<file path="config.mk">
export PLATFORM = sky130hd
export DESIGN_NAME = mem_copy_initiator_flat
export DESIGN_NICKNAME = d
export VERILOG_FILES = /design/src/rtl/mem_if_pkg.sv /design/src/rtl/mem_copy_initiator_if.sv /design/src/rtl/mem_chunk_sizer.sv /design/src/rtl/mem_copy_initiator.sv /design/src/flat_wrapper.sv
export SDC_FILE = /design/constraint.sdc
export NUM_CORES = 1
export LEC_CHECK = 0
export ABC_AREA = 1
export CAP_MARGIN = 10
export CORE_MARGIN = 1
export CORE_UTILIZATION = 45
export CTS_CLUSTER_DIAMETER = 200
export DETAILED_ROUTE_END_ITERATION = 6
export PLACE_DENSITY = 0.81
export SETUP_SLACK_MARGIN = 0.5
export SYNTH_ARGS = -nofsm -noshare
export SYNTH_HDL_FRONTEND = slang
export SYNTH_SLANG_ARGS = --single-unit
</file>
<file path="constraint.sdc">
create_clock -name clka -period 3.9 [get_ports clka]
set_clock_uncertainty 0.05 [all_clocks]
set_input_delay 0.585 -clock clka [delete_from_list [all_inputs] [get_ports clka]]
set_output_delay 0.585 -clock clka [all_outputs]
set_load 0.05 [all_outputs]
</file>
<file path="src/rtl/mem_if_pkg.sv">
// Shared types and helpers for the 128-bit test memory port.
// Holds the copy-engine state enum and the access size encoding.
package mem_if_pkg;

    typedef enum logic [2:0] {
        ST_IDLE,
        ST_READ,
        ST_DATA,
        ST_WRITE,
        ST_FIN
    } state_t;

    localparam logic [15:0] EN_B1  = 16'h0001;
    localparam logic [15:0] EN_B2  = 16'h0003;
    localparam logic [15:0] EN_B4  = 16'h000F;
    localparam logic [15:0] EN_B8  = 16'h00FF;
    localparam logic [15:0] EN_B16 = 16'hFFFF;

    // mis: OR of src/dst low bits; cap: remaining bytes clipped to 16
    function automatic logic [4:0] size_from_align(
        input logic [3:0] mis,
        input logic [4:0] cap
    );
        if (mis == 4'd0 && cap >= 5'd16)
            return 5'd16;
        else if (mis[2:0] == 3'd0 && cap >= 5'd8)
            return 5'd8;
        else if (mis[1:0] == 2'd0 && cap >= 5'd4)
            return 5'd4;
        else if (mis[0] == 1'b0 && cap >= 5'd2)
            return 5'd2;
        else
            return 5'd1;
    endfunction

    function automatic logic [15:0] en_from_size(input logic [4:0] s);
        unique case (s)
            5'd16:   return EN_B16;
            5'd8:    return EN_B8;
            5'd4:    return EN_B4;
            5'd2:    return EN_B2;
            default: return EN_B1;
        endcase
    endfunction

endpackage

</file>
<file path="src/rtl/mem_copy_initiator_if.sv">
// Requester-side bundle of the 128-bit unaligned memory port.
// The memory answers a read with right-aligned data one cycle later.
interface mem_copy_initiator_if #(
    parameter int ADDR_W = 8
);
    logic [15:0]       en;
    logic              we;
    logic [ADDR_W-1:0] addr;
    logic [127:0]      wdata;
    logic [127:0]      rdata;

    modport master (
        output en, we, addr, wdata,
        input  rdata
    );

    modport slave (
        input  en, we, addr, wdata,
        output rdata
    );
endinterface

</file>
<file path="src/rtl/mem_chunk_sizer.sv">
// Picks the largest naturally aligned chunk (16/8/4/2/1 bytes)
// that fits both addresses and the remaining byte count.
module mem_chunk_sizer
    import mem_if_pkg::*;
#(
    parameter int ADDR_W = 8,
    parameter int LEN_W  = 8
) (
    input  logic [ADDR_W-1:0] src,
    input  logic [ADDR_W-1:0] dst,
    input  logic [LEN_W-1:0]  rem,
    output logic [4:0]        size,
    output logic [15:0]       mask
);
    logic [LEN_W+4:0] remx;
    logic [4:0]       cap;

    assign remx = {5'd0, rem};
    assign cap  = (remx >= (LEN_W+5)'(16)) ? 5'd16 : remx[4:0];
    assign size = size_from_align(src[3:0] | dst[3:0], cap);
    assign mask = en_from_size(size);
endmodule

</file>
<file path="src/rtl/mem_copy_initiator.sv">
// Copy engine: moves a byte range on one single-port memory as a
// sequence of aligned read/data/write chunks, three cycles each.
module mem_copy_initiator
    import mem_if_pkg::*;
#(
    parameter int ADDR_W = 8,
    parameter int LEN_W  = 8
) (
    input  logic              clka,
    input  logic              rsta_n,
    input  logic              start,
    input  logic [ADDR_W-1:0] src_addr,
    input  logic [ADDR_W-1:0] dst_addr,
    input  logic [LEN_W-1:0]  len,
    input  logic              abort,
    output logic              busy,
    output logic              done,
    output logic              aborted,
    output logic [LEN_W-1:0]  bytes_done,
    mem_copy_initiator_if.master mem
);
    state_t            state, nxt;
    logic [ADDR_W-1:0] src_q, dst_q;
    logic [LEN_W-1:0]  rem_q, bytes_q, sz_l, rem_nxt;
    logic [127:0]      buf_q, rmask;
    logic              abrt_q;
    logic [4:0]        sz;
    logic [15:0]       en_mask;

    mem_chunk_sizer #(
        .ADDR_W(ADDR_W),
        .LEN_W (LEN_W)
    ) u_sizer (
        .src (src_q),
        .dst (dst_q),
        .rem (rem_q),
        .size(sz),
        .mask(en_mask)
    );

    assign sz_l    = LEN_W'(sz);
    assign rem_nxt = rem_q - sz_l;

    always_comb begin
        rmask = '0;
        for (int i = 0; i < 16; i++)
            rmask[i*8 +: 8] = {8{en_mask[i]}};
    end

    always_comb begin
        nxt = state;
        unique case (state)
            ST_IDLE:  if (start) nxt = (len != '0) ? ST_READ : ST_FIN;
            ST_READ:  nxt = abort ? ST_FIN : ST_DATA;
            ST_DATA:  nxt = abort ? ST_FIN : ST_WRITE;
            ST_WRITE: nxt = (abort || rem_nxt == '0) ? ST_FIN : ST_READ;
            ST_FIN:   nxt = ST_IDLE;
            default:  nxt = ST_IDLE;
        endcase
    end

    always_comb begin
        mem.en    = '0;
        mem.we    = 1'b0;
        mem.addr  = '0;
        mem.wdata = '0;
        unique case (state)
            ST_READ: begin
                mem.en   = en_mask;
                mem.addr = src_q;
            end
            ST_WRITE: begin
                mem.en    = en_mask;
                mem.we    = 1'b1;
                mem.addr  = dst_q;
                mem.wdata = buf_q;
            end
            default: ;
        endcase
    end

    assign busy       = (state == ST_READ) || (state == ST_DATA)
                     || (state == ST_WRITE);
    assign done       = (state == ST_FIN);
    assign aborted    = abrt_q;
    assign bytes_done = bytes_q;

    always_ff @(posedge clka or negedge rsta_n) begin
        if (!rsta_n) begin
            state   <= ST_IDLE;
            src_q   <= '0;
            dst_q   <= '0;
            rem_q   <= '0;
            bytes_q <= '0;
            buf_q   <= '0;
            abrt_q  <= 1'b0;
        end else begin
            state <= nxt;
            unique case (state)
                ST_IDLE: if (start) begin
                    src_q   <= src_addr;
                    dst_q   <= dst_addr;
                    rem_q   <= len;
                    bytes_q <= '0;
                    abrt_q  <= 1'b0;
                end
                ST_READ: if (abort) abrt_q <= 1'b1;
                ST_DATA: begin
                    if (abort) abrt_q <= 1'b1;
                    else       buf_q  <= mem.rdata & rmask;
                end
                ST_WRITE: begin
                    src_q   <= src_q + ADDR_W'(sz);
                    dst_q   <= dst_q + ADDR_W'(sz);
                    rem_q   <= rem_nxt;
                    bytes_q <= bytes_q + sz_l;
                    if (abort) abrt_q <= 1'b1;
                end
                default: ;
            endcase
        end
    end
endmodule

</file>
<file path="src/flat_wrapper.sv">
// flat-port wrapper written by rule: the top's interface ports become plain ports
module mem_copy_initiator_flat import mem_if_pkg::*;
#(
    parameter int ADDR_W = 8,
    parameter int LEN_W  = 8
)
  (clka, rsta_n, start, src_addr, dst_addr, len, abort, busy, done, aborted, bytes_done, mem_en, mem_we, mem_addr, mem_wdata, mem_rdata);
  mem_copy_initiator_if #(.ADDR_W(ADDR_W)) mem_i ();
  input  logic clka;
  input  logic rsta_n;
  input  logic start;
  input  logic [ADDR_W-1:0] src_addr;
  input  logic [ADDR_W-1:0] dst_addr;
  input  logic [LEN_W-1:0] len;
  input  logic abort;
  output logic busy;
  output logic done;
  output logic aborted;
  output logic [LEN_W-1:0] bytes_done;
  output wire logic [$bits(mem_i.en)-1:0] mem_en;
  output wire logic [$bits(mem_i.we)-1:0] mem_we;
  output wire logic [$bits(mem_i.addr)-1:0] mem_addr;
  output wire logic [$bits(mem_i.wdata)-1:0] mem_wdata;
  input wire logic [$bits(mem_i.rdata)-1:0] mem_rdata;
  assign mem_en = mem_i.en;
  assign mem_we = mem_i.we;
  assign mem_addr = mem_i.addr;
  assign mem_wdata = mem_i.wdata;
  assign mem_i.rdata = mem_rdata;
  mem_copy_initiator #(.ADDR_W(ADDR_W), .LEN_W(LEN_W)) u_core (.clka(clka), .rsta_n(rsta_n), .start(start), .src_addr(src_addr), .dst_addr(dst_addr), .len(len), .abort(abort), .busy(busy), .done(done), .aborted(aborted), .bytes_done(bytes_done), .mem(mem_i));
endmodule
</file>
-- After elaboration in Yosys (flattened, before gate mapping)
Index checks and enable logic that the tools add are counted.
- register bits after elaboration: 164
- bits of input ports: 156
- output and inout port bits: 164
- add/subtract/negate cells: 4
- $lt $le $gt $ge: 5
- equality and inequality tests: 10
- mux-type cells: 27
- bitwise logic cells: 4
- reduce and logical (&&, ||, !) cells: 20
- operators with widths (cell ; count):
    $and 128x128->128 ; 1
    $mux 128 ; 1
    $pmux 8 s2 ; 5
    $pmux 16 s4 ; 1
    $mux 8 ; 4
    $add 8x5->8 ; 3
    $mux 3 ; 6
    $mux 16 ; 1
    $pmux 3 s4 ; 1
    $mux 5 ; 2
    $ge 8x5->1 const B ; 1
    $logic_not 8->1 ; 1
    $reduce_bool 8->1 ; 1
    $sub 8x5->8 ; 1
    $eq 3x2->1 const B ; 2
    $logic_not 3->1 ; 2
    $eq 5x2->1 const B ; 1
    $eq 5x3->1 const B ; 1
    $eq 5x4->1 const B ; 1
    $eq 5x5->1 const B ; 1
    $ge 5x2->1 const B ; 1
    $ge 5x3->1 const B ; 1
    $ge 5x4->1 const B ; 1
    $ge 5x5->1 const B ; 1
    19 further kinds ; 29

-- Logic depth before layout (Yosys ltp)
Gate-level depths: netlist of run 1.
- word-level depth: 13
- mapped depth: 21
- depth with buffers taken out: 20

-- Hierarchy
A second synthesis of run 1 with hierarchy kept.
- cell total of the unflattened synthesis: 1154
- area total of the unflattened synthesis: 8911.0 µm²
- by module, submodules not included (module ; times used ; cells an instance ; area an instance (µm²) ; sequential area each (µm²)):
    mem_copy_initiator ; 1 ; 1114 ; 8678.3 ; 4103.9
    mem_chunk_sizer ; 1 ; 40 ; 232.7 ; 0.0

-- Worst setup path after synthesis of run 1
Ideal clock, no wire load.
- kind: register to output
- start: register u_core.state[0]
- end: output mem_en[10]
- data arrival time: 2.635 ns
- path slack: 0.630 ns
- cell stages (with the launch flop): 6
- cell sequence: dfrtp_1 inv_1 nor2_1 inv_1 nor2_1 buf_4
- cells in the longest elaborated chain, start to end: 3
- elaborated cells between the ends (all ways): 4
- ends and longest elaborated chain (what ; line ; RTL):
    from (decl) ; mem_copy_initiator.sv:22 ; state_t state, nxt;
    from (signal assigned) ; mem_copy_initiator.sv:98 ; state <= nxt;
    $eq 3x2->1 / $eq 3x1->1 (equally long branches) ; mem_copy_initiator.sv:67 ; unique case (state)
    $reduce_or 2->1 (no line) (*) ; -- ;
    $mux 16 (*) ; mem_copy_initiator.sv:67 ;
    to (decl) ; flat_wrapper.sv:20 ; output wire logic [$bits(mem_i.en)-1:0] mem_en;
Mark *: on every way between the ends. The rest lies on a longest branch, timed or not.

-- Final worst setup path of run 1
- start: register u_core.dst_q[0]
- end: output mem_en[7]
- cells in the longest elaborated chain, start to end: 10
- elaborated cells between the ends (all ways): 19
- ends and longest elaborated chain (what ; line ; RTL):
    from (decl) ; mem_copy_initiator.sv:23 ; logic [ADDR_W-1:0] src_q, dst_q;
    from (signal assigned) ; mem_copy_initiator.sv:102 ; dst_q <= dst_addr;
    from (signal assigned) ; mem_copy_initiator.sv:114 ; dst_q <= dst_q + ADDR_W'(sz);
    $or 4x4->4 (*) ; mem_chunk_sizer.sv:20 ; assign size = size_from_align(src[3:0] | dst[3:0], cap);
    $not 1->1 ; mem_if_pkg.sv:30 ; else if (mis[0] == 1'b0 && cap >= 5'd2)
    $logic_and 1x1->1 ; mem_if_pkg.sv:30 ;
    $mux 2 ; mem_if_pkg.sv:30 ;
    $mux 3 ; mem_if_pkg.sv:28 ; else if (mis[1:0] == 2'd0 && cap >= 5'd4)
    $mux 4 ; mem_if_pkg.sv:26 ; else if (mis[2:0] == 3'd0 && cap >= 5'd8)
    $mux 5 (*) ; mem_if_pkg.sv:24 ; if (mis == 4'd0 && cap >= 5'd16)
    $eq 5x2->1 (tied with other cells) ; mem_if_pkg.sv:37 ; unique case (s)
    $pmux 16 s4 (*) ; mem_if_pkg.sv:37 ;
    $mux 16 (*) ; mem_copy_initiator.sv:67 ;
Marks and branches as above.

==> metrics list, run 1 <==
- Max Fanout on Critical Path: 4
- Clock tree from TritonCTS: yes
- Critical Path Start: u_core.dst_q[0]
- Count of buffers added by post-CTS timing repair for setup: 0
- Entering global routing, the biggest net connects 145 pins.
- Among all cell types in the netlist, the one instantiated most often is sky130_fd_sc_hd__inv_1.
- Ranked by total cell area, the synthesized netlist is headed by sky130_fd_sc_hd__dfrtp_1, sky130_fd_sc_hd__o21ai_0, sky130_fd_sc_hd__inv_1, sky130_fd_sc_hd__nand3_1, sky130_fd_sc_hd__nor2_1.
- The core region is 18770 um^2.
- The worst hold path belongs to the class in -> async.
- Synthesis produced a netlist with a net count of 1272.
* Inserted Diodes: 0
* Top post-synthesis cells by count: sky130_fd_sc_hd__inv_1, sky130_fd_sc_hd__dfrtp_1, sky130_fd_sc_hd__nor2_1
- Number of enable-type register cells in the synthesized netlist: 0
- Number of endpoints with negative hold slack in the final report: 0
* Total count of max-transition violations in the final report: 0
- Number of nets in the finished design: 1548
- Headroom to the max-slew limit came out at 55.17%.
- The signal on the critical path passes through nor2_2 -> nand3_2 -> nor3_2 -> o21ai_0 -> nor2_1 -> clkdlybuf4s50_1.
- After the flow finishes, the layout carries non-filler instances totaling 1615.
- Number of ports placed on the die boundary: 320
* Number of antenna violations at the first check in global routing: 0
* CP Launch Type: register
* Cts bufs inserted: 17
* Final Core Density: 66.26%
- Global-route wire length before repair: 40.23 mm
- The completed layout was analyzed and its total power is 7.793 mW.
- Cell with the largest stage delay on the worst path: sky130_fd_sc_hd__clkdlybuf4s50_1
- The worst path in the final design needs a cycle of 3282 ps, including I/O delays and setup.
- For this block, the via count after detailed routing is 8249.
- Worst-case vdd ir drop: 0.0008784 V
- DIE AREA: 19720 um^2
- Final weighted congestion of routability-driven global placement: 0.8831
- Type of the setup path with the least slack: reg -> out
- The detailed router finished its first iteration with 551 violations.
- Run status: finished clean
* Seq cells post-synth: 164
- After legalization and detailed placement, the total HPWL measured 18.09 mm.
- RSZ-0062 raised after global routing: no
* Critical path arrival: 2650 ps
* Residual DRC count: 0
* Hold slack: 79.38 ps
- Setup violations remaining at the end of the flow were counted as 0.
- Floorplan row count: 50
* Starting density of the core: 45.94%
- Synth Cell Area: 8622 um^2
- Wires add up to 25.26 mm.
- Data required time at the worst endpoint: 3260 ps
- Share of async-settable or async-resettable flops after synthesis: 100.0%
- Of the synthesized area, sequential elements account for 47.60%.
- Clock tree synthesis selected as its root buffer the cell sky130_fd_sc_hd__clkbuf_16.
* Average vias per placed instance: 5.108
* Chip Height: 140.4 um
- The clock passes through at most 2 buffers.
- After routing, the total negative slack on setup checks comes to 0 ps.
* Share of the cycle needed by the critical path after routing: 84.15%
- Residual overflow from global routing: 0
* Area grow syn2layout: 44.23%
- LEAKAGE: 5.610 nW
* Transition time at the pin with the least slew margin: 672.5 ps
* Post-Synthesis Cells: 1092
* Drt pass-1 iters: 6
* Number of buffer cells added on primary ports: 319
- Static timing analysis puts the maximum clock frequency at 304.7 MHz.
* Post-detailed-route count of antenna-violating nets: 0
* Reg-to-reg critical path startpoint: u_core.rem_q[4]
- The number of different library cells used by synthesis comes to 39.
* Cell Pwr Density: 626.6 nW/um^2
- Warning count from the yosys run: 0
- All-Layer GR Usage: 25.91%
- Share of layout cells above drive strength 1: 4.490%
- Latest clock arrival within the worst-skew pair: 420 ps
- Element type at the critical path end: output port
* Clock H-tree levels: 4
- Number of sinks handled by clock tree synthesis: 164
* Mean post-synth cell area: 7.896 um^2
- Clock Pin Slew Worst Setup and Hold Paths: 70 ps
- Slowest cell delay on critical path: 880 ps
- Post-synth top area cell: sky130_fd_sc_hd__dfrtp_1
- DIE WIDTH: 140.4 um
* Buffers plus inverters on the worst setup path: 1
- # Max-Cap Violations: 0
- After detailed placement, the design holds a cell count of 1583.
- Among cell families on the critical path, the largest total delay comes from buffers and inverters.
* Share of the synthesized area in the top cell type: 47.60%
* Routed wire length per instance: 15.64 um
* Via count of the first global-routing pass: 7861
* Dominant register cell in the synthesized netlist: sky130_fd_sc_hd__dfrtp_1
## cell families (layout without fill, tap and decap cells)
| group | count (synthesis) | in the layout | synth area share, % |
|---|---|---|---|
| XOR/XNOR | 8 | 8 | 0.8127 |
| AND/OR/NAND/NOR | 412 | 412 | 20.97 |
| adder cells (fa/ha/maj) | 24 | 24 | 3.831 |
| flip-flops | 164 | 164 | 47.60 |
| buffers and inverters | 275 | 564 | 13.80 |
| AO/OA/AOI/OAI | 209 | 209 | 12.99 |
## placed cells by master, fill, tap and decap left out, types with 2 or more instances in the layout
cell type	count
sky130_fd_sc_hd__o21ai_0	154
sky130_fd_sc_hd__or2_2	2
sky130_fd_sc_hd__clkbuf_16	17
sky130_fd_sc_hd__clkdlybuf4s50_1	301
sky130_fd_sc_hd__a21oi_1	21
sky130_fd_sc_hd__nor2_2	3
sky130_fd_sc_hd__dlymetal6s2s_1	17
sky130_fd_sc_hd__nor2_1	161
sky130_fd_sc_hd__inv_6	7
sky130_fd_sc_hd__o21ai_1	4
sky130_fd_sc_hd__nor2_4	3
sky130_fd_sc_hd__xor2_1	5
sky130_fd_sc_hd__a22oi_1	2
sky130_fd_sc_hd__nand2_1	86
sky130_fd_sc_hd__clkinv_4	3
sky130_fd_sc_hd__inv_2	4
sky130_fd_sc_hd__ha_1	20
sky130_fd_sc_hd__xnor2_1	3
sky130_fd_sc_hd__dfrtp_1	164
sky130_fd_sc_hd__buf_12	4
sky130_fd_sc_hd__a22o_1	3
sky130_fd_sc_hd__fa_1	4
sky130_fd_sc_hd__buf_4	8
sky130_fd_sc_hd__a221oi_1	2
sky130_fd_sc_hd__inv_1	196
sky130_fd_sc_hd__o211ai_1	6
sky130_fd_sc_hd__nand4_1	5
sky130_fd_sc_hd__nand3_1	143
sky130_fd_sc_hd__clkinvlp_4	3
sky130_fd_sc_hd__o22ai_1	11
sky130_fd_sc_hd__o221ai_1	4
## sequential cells by signal, indices dropped and copies added, names as in the netlist
signal             cells
u_core.bytes_done      8
u_core.state           3
u_core.dst_q           8
u_core.aborted         1
u_core.buf_q         128
u_core.src_q           8
u_core.rem_q           8
## final cells by class
| type | count | area, um^2 |
|---|---|---|
| well taps | 234 | 292.8 |
| inverters | 201 | 759.5 |
| clock buffers | 18 | 429.2 |
| flip-flops and latches | 164 | 4104 |
| clock inverters | 14 | 142.6 |
| repair buffers | 331 | 3377 |
| fillers | 1566 | 6332 |
| multi-input cells | 653 | 3331 |
## where the power goes
group | internal [mW] | leakage [nW] | switching (mW)
Clock | 0.899 | 0.271 | 0.736
Combinational | 1.18 | 3.17 | 2.31
Sequential | 2.39 | 2.16 | 0.281
Total | 4.46 | 5.61 | 3.33
## final timing paths
path                                        endpoint  slack [ps]  cells past startpoint
worst max-delay path                       mem_en[7]         620                      6
worst min-delay path                 u_core.buf_q[0]          80                      1
worst max register to register  u_core.bytes_done[6]         810                     19
worst min register to register        u_core.aborted         480                      1
max in group asynchronous       u_core.bytes_done[1]        2740                      2
min in group clka                     u_core.aborted         480                      1
## layer usage
metal / up-vias / GRT usage (%) / wire (um) / part of all wire, %
li1: 4003 / - / - / -
met1: 3875 / 33.37 / 10630 / 42
met2: 322 / 43.66 / 12470 / 49
met3: 49 / 4.889 / 1621 / 6.4
met4: 0 / 9.080 / 550 / 2.2
met5: - / 0 / 0 / 0
## what timing repair did
item | 4_1_cts | 5_1_grt
hold buffers | 0 | 0
endpoints found under the setup margin | 0 | 24
hold endpoints to repair | 0 | 0
gates resized for setup | 0 | 20
## metrics by stage
step	setup WS (ps)	area (um^2)
CTS	504.6	12390
floorplan	630.0	8622
global placement	873.0	11820
global route	524.6	12440
detailed placement	817.4	11820
finish	618.0	12440
(Power assumes the default switching activity.)
==> inputs of run 2 (changes only) <==
--- a/config.mk
+++ b/config.mk
@@ -8,10 +8,10 @@
 export ABC_AREA = 1
 export CAP_MARGIN = 10
 export CORE_MARGIN = 1
-export CORE_UTILIZATION = 45
+export CORE_UTILIZATION = 41
 export CTS_CLUSTER_DIAMETER = 200
 export DETAILED_ROUTE_END_ITERATION = 6
-export PLACE_DENSITY = 0.81
+export PLACE_DENSITY = 0.78
 export SETUP_SLACK_MARGIN = 0.5
 export SYNTH_ARGS = -nofsm -noshare
 export SYNTH_HDL_FRONTEND = slang
==> constraint.sdc (replaced) <==
create_clock -name clka -period 3 [get_ports clka]
set_clock_uncertainty 0.05 [all_clocks]
set_input_delay 0.45 -clock clka [delete_from_list [all_inputs] [get_ports clka]]
set_output_delay 0.45 -clock clka [all_outputs]
set_load 0.05 [all_outputs]
==> metrics list, run 2 (synthesis gave the netlist of run 1 again) <==
- The ratio of cells with drive above 1 in the final layout came to 32.27% (was 4.490%).
- Commonest cells after routing, fill and taps aside: sky130_fd_sc_hd__inv_1, sky130_fd_sc_hd__dfrtp_1, sky130_fd_sc_hd__clkdlybuf4s50_1 (was sky130_fd_sc_hd__clkdlybuf4s50_1, sky130_fd_sc_hd__inv_1, sky130_fd_sc_hd__dfrtp_1)
- CTS root buf: sky130_fd_sc_hd__clkbuf_16 (unchanged)
- The startpoint type of the worst setup path is a register (unchanged).
* Number of ports placed on the die boundary: 320 (unchanged)
- The least setup slack across all paths after layout came to 228.7 ps (was 618.0 ps).
- Critical path arrival: 3030 ps (was 2650 ps)
- Number of endpoints with negative hold slack in the final report: 6 (was 0)
* Post-detailed-route count of antenna-violating nets: 0 (unchanged)
* Worst-case vdd ir drop: 0.0009339 V (was 0.0008784 V)
- Global-route wire length before repair: 46.60 mm (was 40.23 mm)
- The wire length per cell is 18.42 um (was 15.64 um).
- The die area is 21610 um^2 (was 19720 um^2).
- The via count of the first global-routing pass came to 8655 (was 7861).
- Placed wire-length estimate after detailed placement: 20.79 mm (was 18.09 mm)
- The total routing usage reported by global routing was 27.70% (was 25.91%).
- The largest stage delay on the critical path is 400 ps (was 880 ps).
- Most common library cell in the layout ignoring fill and taps: sky130_fd_sc_hd__inv_1 (was sky130_fd_sc_hd__clkdlybuf4s50_1)
- The number of clock buffers inserted by TritonCTS came to 17 (unchanged).
- RSZ-0062 raised after global routing: yes (was no).
* Number of sinks handled by clock tree synthesis: 164 (unchanged)
- The checks that failed: hold timing.
- The element type at the critical path end is a register (was output port).
* Area grow syn2layout: 78.45% (was 44.23%)
* Type of the most critical hold path: in -> async (unchanged)
- Max FFs per register: 128 (unchanged)
* Clock H-tree levels: 4 (unchanged)
- The deepest clock path buffer count is 2 (unchanged).
- Cell chain of the critical path: nor2_2 -> nand3_4 -> nor2_4 -> nand3_2 -> and2_4 -> inv_8 -> nor2_4 -> fa_2 -> nand2_1 -> inv_1 -> o21ai_0 -> nand2_1 -> nand2_1 -> inv_1 -> o211ai_1 -> o21ai_1 -> o21ai_0 -> inv_1 (was nor2_2 -> nand3_2 -> nor3_2 -> o21ai_0 -> nor2_1 -> clkdlybuf4s50_1)
- Average vias per placed instance: 5.225 (was 5.108)
- Slew Limit Headroom: 52.70% (was 55.17%)
* Run status: finished, violations left (was finished clean)
- Latest clock arrival within the worst-skew pair: 430 ps (was 420 ps)
* Max Fanout on Critical Path: 6 (was 4)
* Max Fclk: 360.8 MHz
- Cell Pwr Density: 788.8 nW/um^2 (was 626.6 nW/um^2)
* First DRT Iteration DRCs: 669 (was 551)
* Pin count of the biggest net entering global routing: 70 (was 145)
- The TritonCTS clock tree was yes (unchanged).
* Final setup violating endpoints: 0 (unchanged)
- The master of the slowest instance on the critical path is sky130_fd_sc_hd__dfrtp_1 (was sky130_fd_sc_hd__clkdlybuf4s50_1).
- # Max-Cap Violations: 0 (unchanged)
- The largest register by flop count was u_core.buf_q (unchanged).
- Floorplan row count: 52 (was 50)
- Residual overflow from global routing: 0 (unchanged)
* FILL cells: 1296 (was 1566)
* Placeable core area: 20430 um^2 (was 18770 um^2)
- The worst slack at placement came to 33.27 ps (was 817.4 ps).
- The number of nets in the layout is 1605 (was 1548).
* Chip Height: 147.0 um (was 140.4 um)
- The initial antenna violation count is 1 (was 0).
- The worst hold-check slack was -5.749 ps (was 79.38 ps).
- Post-layout min period: 2771 ps
- DIE WIDTH: 147.0 um (was 140.4 um)
* Starting density of the core: 42.20% (was 45.94%)
- The total wire length is 31.50 mm (was 25.26 mm).
- After layout, the worst path uses 92.38% of the clock period.
* Drt pass-1 iters: 5 (was 6)
- Residual DRC count: 0 (unchanged)
- Final weighted congestion of routability-driven global placement: 0.8881 (was 0.8831)
- Number of buffer cells added on primary ports: 319 (unchanged)
- LEAKAGE: 6.417 nW (was 5.610 nW)
- Type of the setup path with the least slack: reg -> reg (was reg -> out)
* Vias post-DR: 8935 (was 8249)
- The number of pins exceeding their max-slew limit in the final report was 0 (unchanged).
- Clock Pin Slew Worst Setup and Hold Paths: 70 ps (about the same)
- The required time of the worst setup path is 3260 ps (about the same).
- The slew of the pin with the lowest slew margin was 709.6 ps (was 672.5 ps).
* Setup total negative slack: 0 ps (unchanged)
==> run 2: worst max-delay path: cells and delay by family, from the launching register on <==
family | cells | cell delay, ps
buf+inv | 4 | 230
simple gates | 9 | 1040
compound gates | 4 | 550
flops | 1 | 400
fa+ha+maj | 1 | 370
==> run 2: cell type report <==
| class | count | area, um^2 | area share [%] |
|---|---|---|---|
| inverters | 201 | 777.0 | 5.050 |
| well taps | 270 | 337.8 | 2.196 |
| diodes | 2 | 5.005 | 0.03253 |
| flip-flops and latches | 164 | 4104 | 26.67 |
| repair buffers | 387 | 5353 | 34.79 |
| repair inverters | 1 | 8.758 | 0.05692 |
| multi-input cells | 653 | 4252 | 27.63 |
| clock inverters | 14 | 120.1 | 0.7807 |
| clock buffers | 18 | 429.2 | 2.789 |
==> run 2: layer usage <==
| metal | track usage, % | wire length, um | up-vias |
|---|---|---|---|
| met3 | 5.311 | 2141 | 67 |
| li1 | - | - | 4137 |
| met4 | 10.10 | 818 | 2 |
| met5 | 0 | 13 | - |
| met1 | 34.41 | 12610 | 4354 |
| met2 | 47.89 | 15920 | 375 |
==> run 2: where the power goes <==
group          internal (mW)  switching [mW]  total [mW]
clock network           1.09           0.999        2.09
logic                   2.55            3.97        6.52
registers               3.10           0.427        3.53
total                   6.74            5.40        12.1
==> run 2: through the flow <==
step / utilization [%] / hold WS, ps / power, mW / instances / instance area [um^2]
finish: 75.31 / -5.749 / 12.14 / 1710 / 15390
global route: 75.29 / 29.63 / 12.84 / 1708 / 15380
CTS: 72.07 / 2.937 / 11.43 / 1689 / 14720
detailed placement: 65.88 / 436.9 / 8.632 / 1630 / 13460
global placement: 65.88 / 443.8 / 8.473 / 1630 / 13460
floorplan: - / 104.4 / 6.736 / 1092 / 8727
==> run 2: final timing paths <==
path	startpoint	to	slack, ps	cells past startpoint
max in group asynchronous	rsta_n	u_core.buf_q[21]	2110	2
worst min register to register	u_core.aborted	u_core.aborted	470	1
worst min-delay path	rsta_n	u_core.bytes_done[7]	-6	1
worst max-delay path	u_core.rem_q[5]	u_core.bytes_done[6]	230	18
min in group clka	u_core.aborted	u_core.aborted	470	1
worst max register to register	u_core.rem_q[5]	u_core.bytes_done[6]	230	18
==> run 2: what timing repair did <==
action	in CTS	in global routing
gates resized for setup	218	125
hold buffers	0	0
gates cloned	1	3
setup endpoints to repair	160	137
buffers inserted	26	16
pin swaps	30	14
==> inputs of run 3 (changes only) <==
--- a/config.mk
+++ b/config.mk
@@ -13,6 +13,7 @@
 export DETAILED_ROUTE_END_ITERATION = 6
 export PLACE_DENSITY = 0.78
 export SETUP_SLACK_MARGIN = 0.5
+export SKIP_CTS_REPAIR_TIMING = 1
 export SYNTH_ARGS = -nofsm -noshare
 export SYNTH_HDL_FRONTEND = slang
 export SYNTH_SLANG_ARGS = --single-unit
==> metrics list, run 3 (synthesis gave the netlist of run 1 again) <==
- Combinational share of power: 51.4% (was 53.7%)
* Max FFs per register: 128 (unchanged)
* Routed wire length per instance: 17.22 um (was 18.42 um)
- Violations in the final reports: hold timing (unchanged).
- Internal power: 6.532 mW (was 6.738 mW)
- The height of the chip is 147.0 um (unchanged).
- The clock insertion delay at the later pin of the skew report was 430 ps (about the same).
- Clock H-tree levels: 4 (unchanged)
* Net switching share of the total power: 43.28% (was 44.49%)
- The clock power share came to 18.0% (was 17.2%).
* All-Layer GR Usage: 26.46% (was 27.70%)
* Number of endpoints with negative hold slack in the final report: 5 (was 6)
- The number of design-rule violations left by the first detailed-router iteration is 599 (was 669).
* Count of placed standard cells in the final layout, fillers left out: 1690 (was 1710)
* Post-detailed-route count of antenna-violating nets: 0 (unchanged)
- The leading cell type in the layout, fill and taps excluded is sky130_fd_sc_hd__inv_1 (unchanged).
- Data required time at the worst endpoint: 3300 ps (was 3260 ps)
- RSZ-0062 raised after global routing: yes (unchanged)
- Share of layout cells above drive strength 1: 25.35% (was 32.27%)
- The total instance count after detailed placement came to 1630 (unchanged).
- The count of endpoints failing setup in the final report was 0 (unchanged).
* Area grow syn2layout: 70.24% (was 78.45%)
* Type of the setup path with the least slack: reg -> reg (unchanged)
- Residual DRC count: 0 (unchanged)
- Inserted Diodes: 0 (was 2)
* Hold slack: -8.871 ps (was -5.749 ps)
- The power share of the sequential group came to 30.6% (was 29.1%).
- Largest register by flop count: u_core.buf_q (unchanged)
- The deepest clock path buffer count was 2 (unchanged).
* Placed wire-length estimate after detailed placement: 20.79 mm (unchanged)
- Element type at the critical path end: register (unchanged)
* Type of the most critical hold path: in -> async (unchanged)
- The maximum clock frequency was 360.8 MHz (about the same).
* Number of antenna violations at the first check in global routing: 0 (was 1)
- The top-level port count came to 320 (unchanged).
- The final period utilization is 92.38% (about the same).
- Pin count of the biggest net entering global routing: 70 (unchanged)
- Cts bufs inserted: 17 (unchanged)
* Slew Limit Headroom: 53.28% (was 52.70%)
* Placeable core area: 20430 um^2 (unchanged)
- The placer congestion estimate was 0.8881 (unchanged).
* Run status: finished, violations left (unchanged)
- The number of pins exceeding their max-slew limit in the final report came to 0 (unchanged).
* Clock tree from TritonCTS: yes (unchanged)
- Number of sinks handled by clock tree synthesis: 164 (unchanged)
- Worst-case vdd ir drop: 0.0009659 V (was 0.0009339 V)
* Drt pass-1 iters: 5 (unchanged)
- Final Core Density: 71.85% (was 75.31%)
- The number of fill cells in the layout was 1435 (was 1296).
* CTS root buf: sky130_fd_sc_hd__clkbuf_16 (unchanged)
- The number of nets in the layout came to 1587 (was 1605).
* # Max-Cap Violations: 0 (unchanged)
* Vias post-DR: 8672 (was 8935)
- The maximum fanout along the worst path was 6 (unchanged).
- Net switching power: 4.984 mW (was 5.399 mW)
- The leakage power figure is 6.239 nW (was 6.417 nW).
- Number of buffer cells added on primary ports: 319 (unchanged)
* CP Launch Type: register (unchanged)
* Post-layout min period: 2772 ps (was 2771 ps)
* Cell Pwr Density: 784.6 nW/um^2 (was 788.8 nW/um^2)
- Starting density of the core: 42.20% (unchanged)
* Clock Pin Slew Worst Setup and Hold Paths: 70 ps (about the same)
* Via count of the first global-routing pass: 8346 (was 8655)
- Global-route wire length before repair: 44.79 mm (was 46.60 mm)
- The total wire length came to 29.10 mm (was 31.50 mm).
- The die area came to 21610 um^2 (unchanged).
* Critical path arrival: 3070 ps (was 3030 ps)
- Transition time at the pin with the least slew margin: 700.8 ps (was 709.6 ps)
- Commonest cells after routing, fill and taps aside: sky130_fd_sc_hd__inv_1, sky130_fd_sc_hd__clkdlybuf4s50_1, sky130_fd_sc_hd__dfrtp_1 (was sky130_fd_sc_hd__inv_1, sky130_fd_sc_hd__dfrtp_1, sky130_fd_sc_hd__clkdlybuf4s50_1).
- DIE WIDTH: 147.0 um (unchanged)
* Floorplan row count: 52 (unchanged)
- The leftover overflow at the end of global routing was 0 (unchanged).
* Average vias per placed instance: 5.131 (was 5.225)
run 3: area by class of cell:
type	instances	area, um^2	area share [%]
repair buffers	370	5066	34.52
flip-flops and latches	164	4104	27.96
multi-input cells	653	3856	26.27
inverters	201	764.5	5.208
clock buffers	18	429.2	2.924
well taps	270	337.8	2.302
clock inverters	14	120.1	0.8183
run 3: routing by layer:
metal | share of wire [%] | GRT usage [%]
met1 | 40 | 33.67
met2 | 51 | 45.62
met3 | 6.6 | 4.689
met4 | 1.9 | 8.505
met5 | 0 | 0
run 3: metrics by stage:
| stage | setup WS (ps) | power, mW | area (um^2) | hold WS, ps | setup TNS (ps) |
|---|---|---|---|---|---|
| global placement | 89.26 | 8.473 | 13460 | 443.8 | 0 |
| global route | 68.39 | 12.21 | 14680 | 27.09 | 0 |
| CTS | -199.3 | 10.76 | 14010 | 2.937 | -1593 |
| detailed placement | 33.27 | 8.632 | 13460 | 436.9 | 0 |
| finish | 228.5 | 11.52 | 14680 | -8.871 | 0 |
| floorplan | 441.3 | 6.736 | 8727 | 104.4 | 0 |
run 3: worst paths after layout:
| path | end | cells past startpoint | from | slack, ps |
|---|---|---|---|---|
| min in group clka | u_core.aborted | 1 | u_core.aborted | 470 |
| worst min-delay path | u_core.src_q[6] | 1 | rsta_n | -9 |
| worst max register to register | u_core.state[2] | 17 | u_core.rem_q[4] | 230 |
| worst max-delay path | u_core.state[2] | 17 | u_core.rem_q[4] | 230 |
| worst min register to register | u_core.aborted | 1 | u_core.aborted | 470 |
| max in group asynchronous | u_core.buf_q[21] | 2 | rsta_n | 2110 |
run 3: power groups by stage:
stage	Combinational (mW)	Clock, mW	Sequential [mW]
after floorplan	3.27	0	3.47
final	5.92	2.07	3.52
after global placement	5.01	0	3.46
after CTS	5.18	2.11	3.47
after global routing	6.43	2.19	3.60
after detailed placement	5.12	0	3.51
run 3: critical path, stage by stage, from the launching register on:
cell	delay [ps]
sky130_fd_sc_hd__dfrtp_1	400
sky130_fd_sc_hd__nor2_2	150
sky130_fd_sc_hd__nand3_4	110
sky130_fd_sc_hd__nor2_4	160
sky130_fd_sc_hd__nand3_2	80
sky130_fd_sc_hd__and2_4	160
sky130_fd_sc_hd__inv_6	80
sky130_fd_sc_hd__nor2_4	80
sky130_fd_sc_hd__fa_2	350
sky130_fd_sc_hd__buf_4	150
sky130_fd_sc_hd__xnor2_2	140
sky130_fd_sc_hd__nor2_1	200
sky130_fd_sc_hd__nand3_2	110
sky130_fd_sc_hd__nor2_2	130
sky130_fd_sc_hd__nand3_2	90
sky130_fd_sc_hd__nand2_1	70
sky130_fd_sc_hd__nand2_1	40
sky130_fd_sc_hd__a21oi_1	140
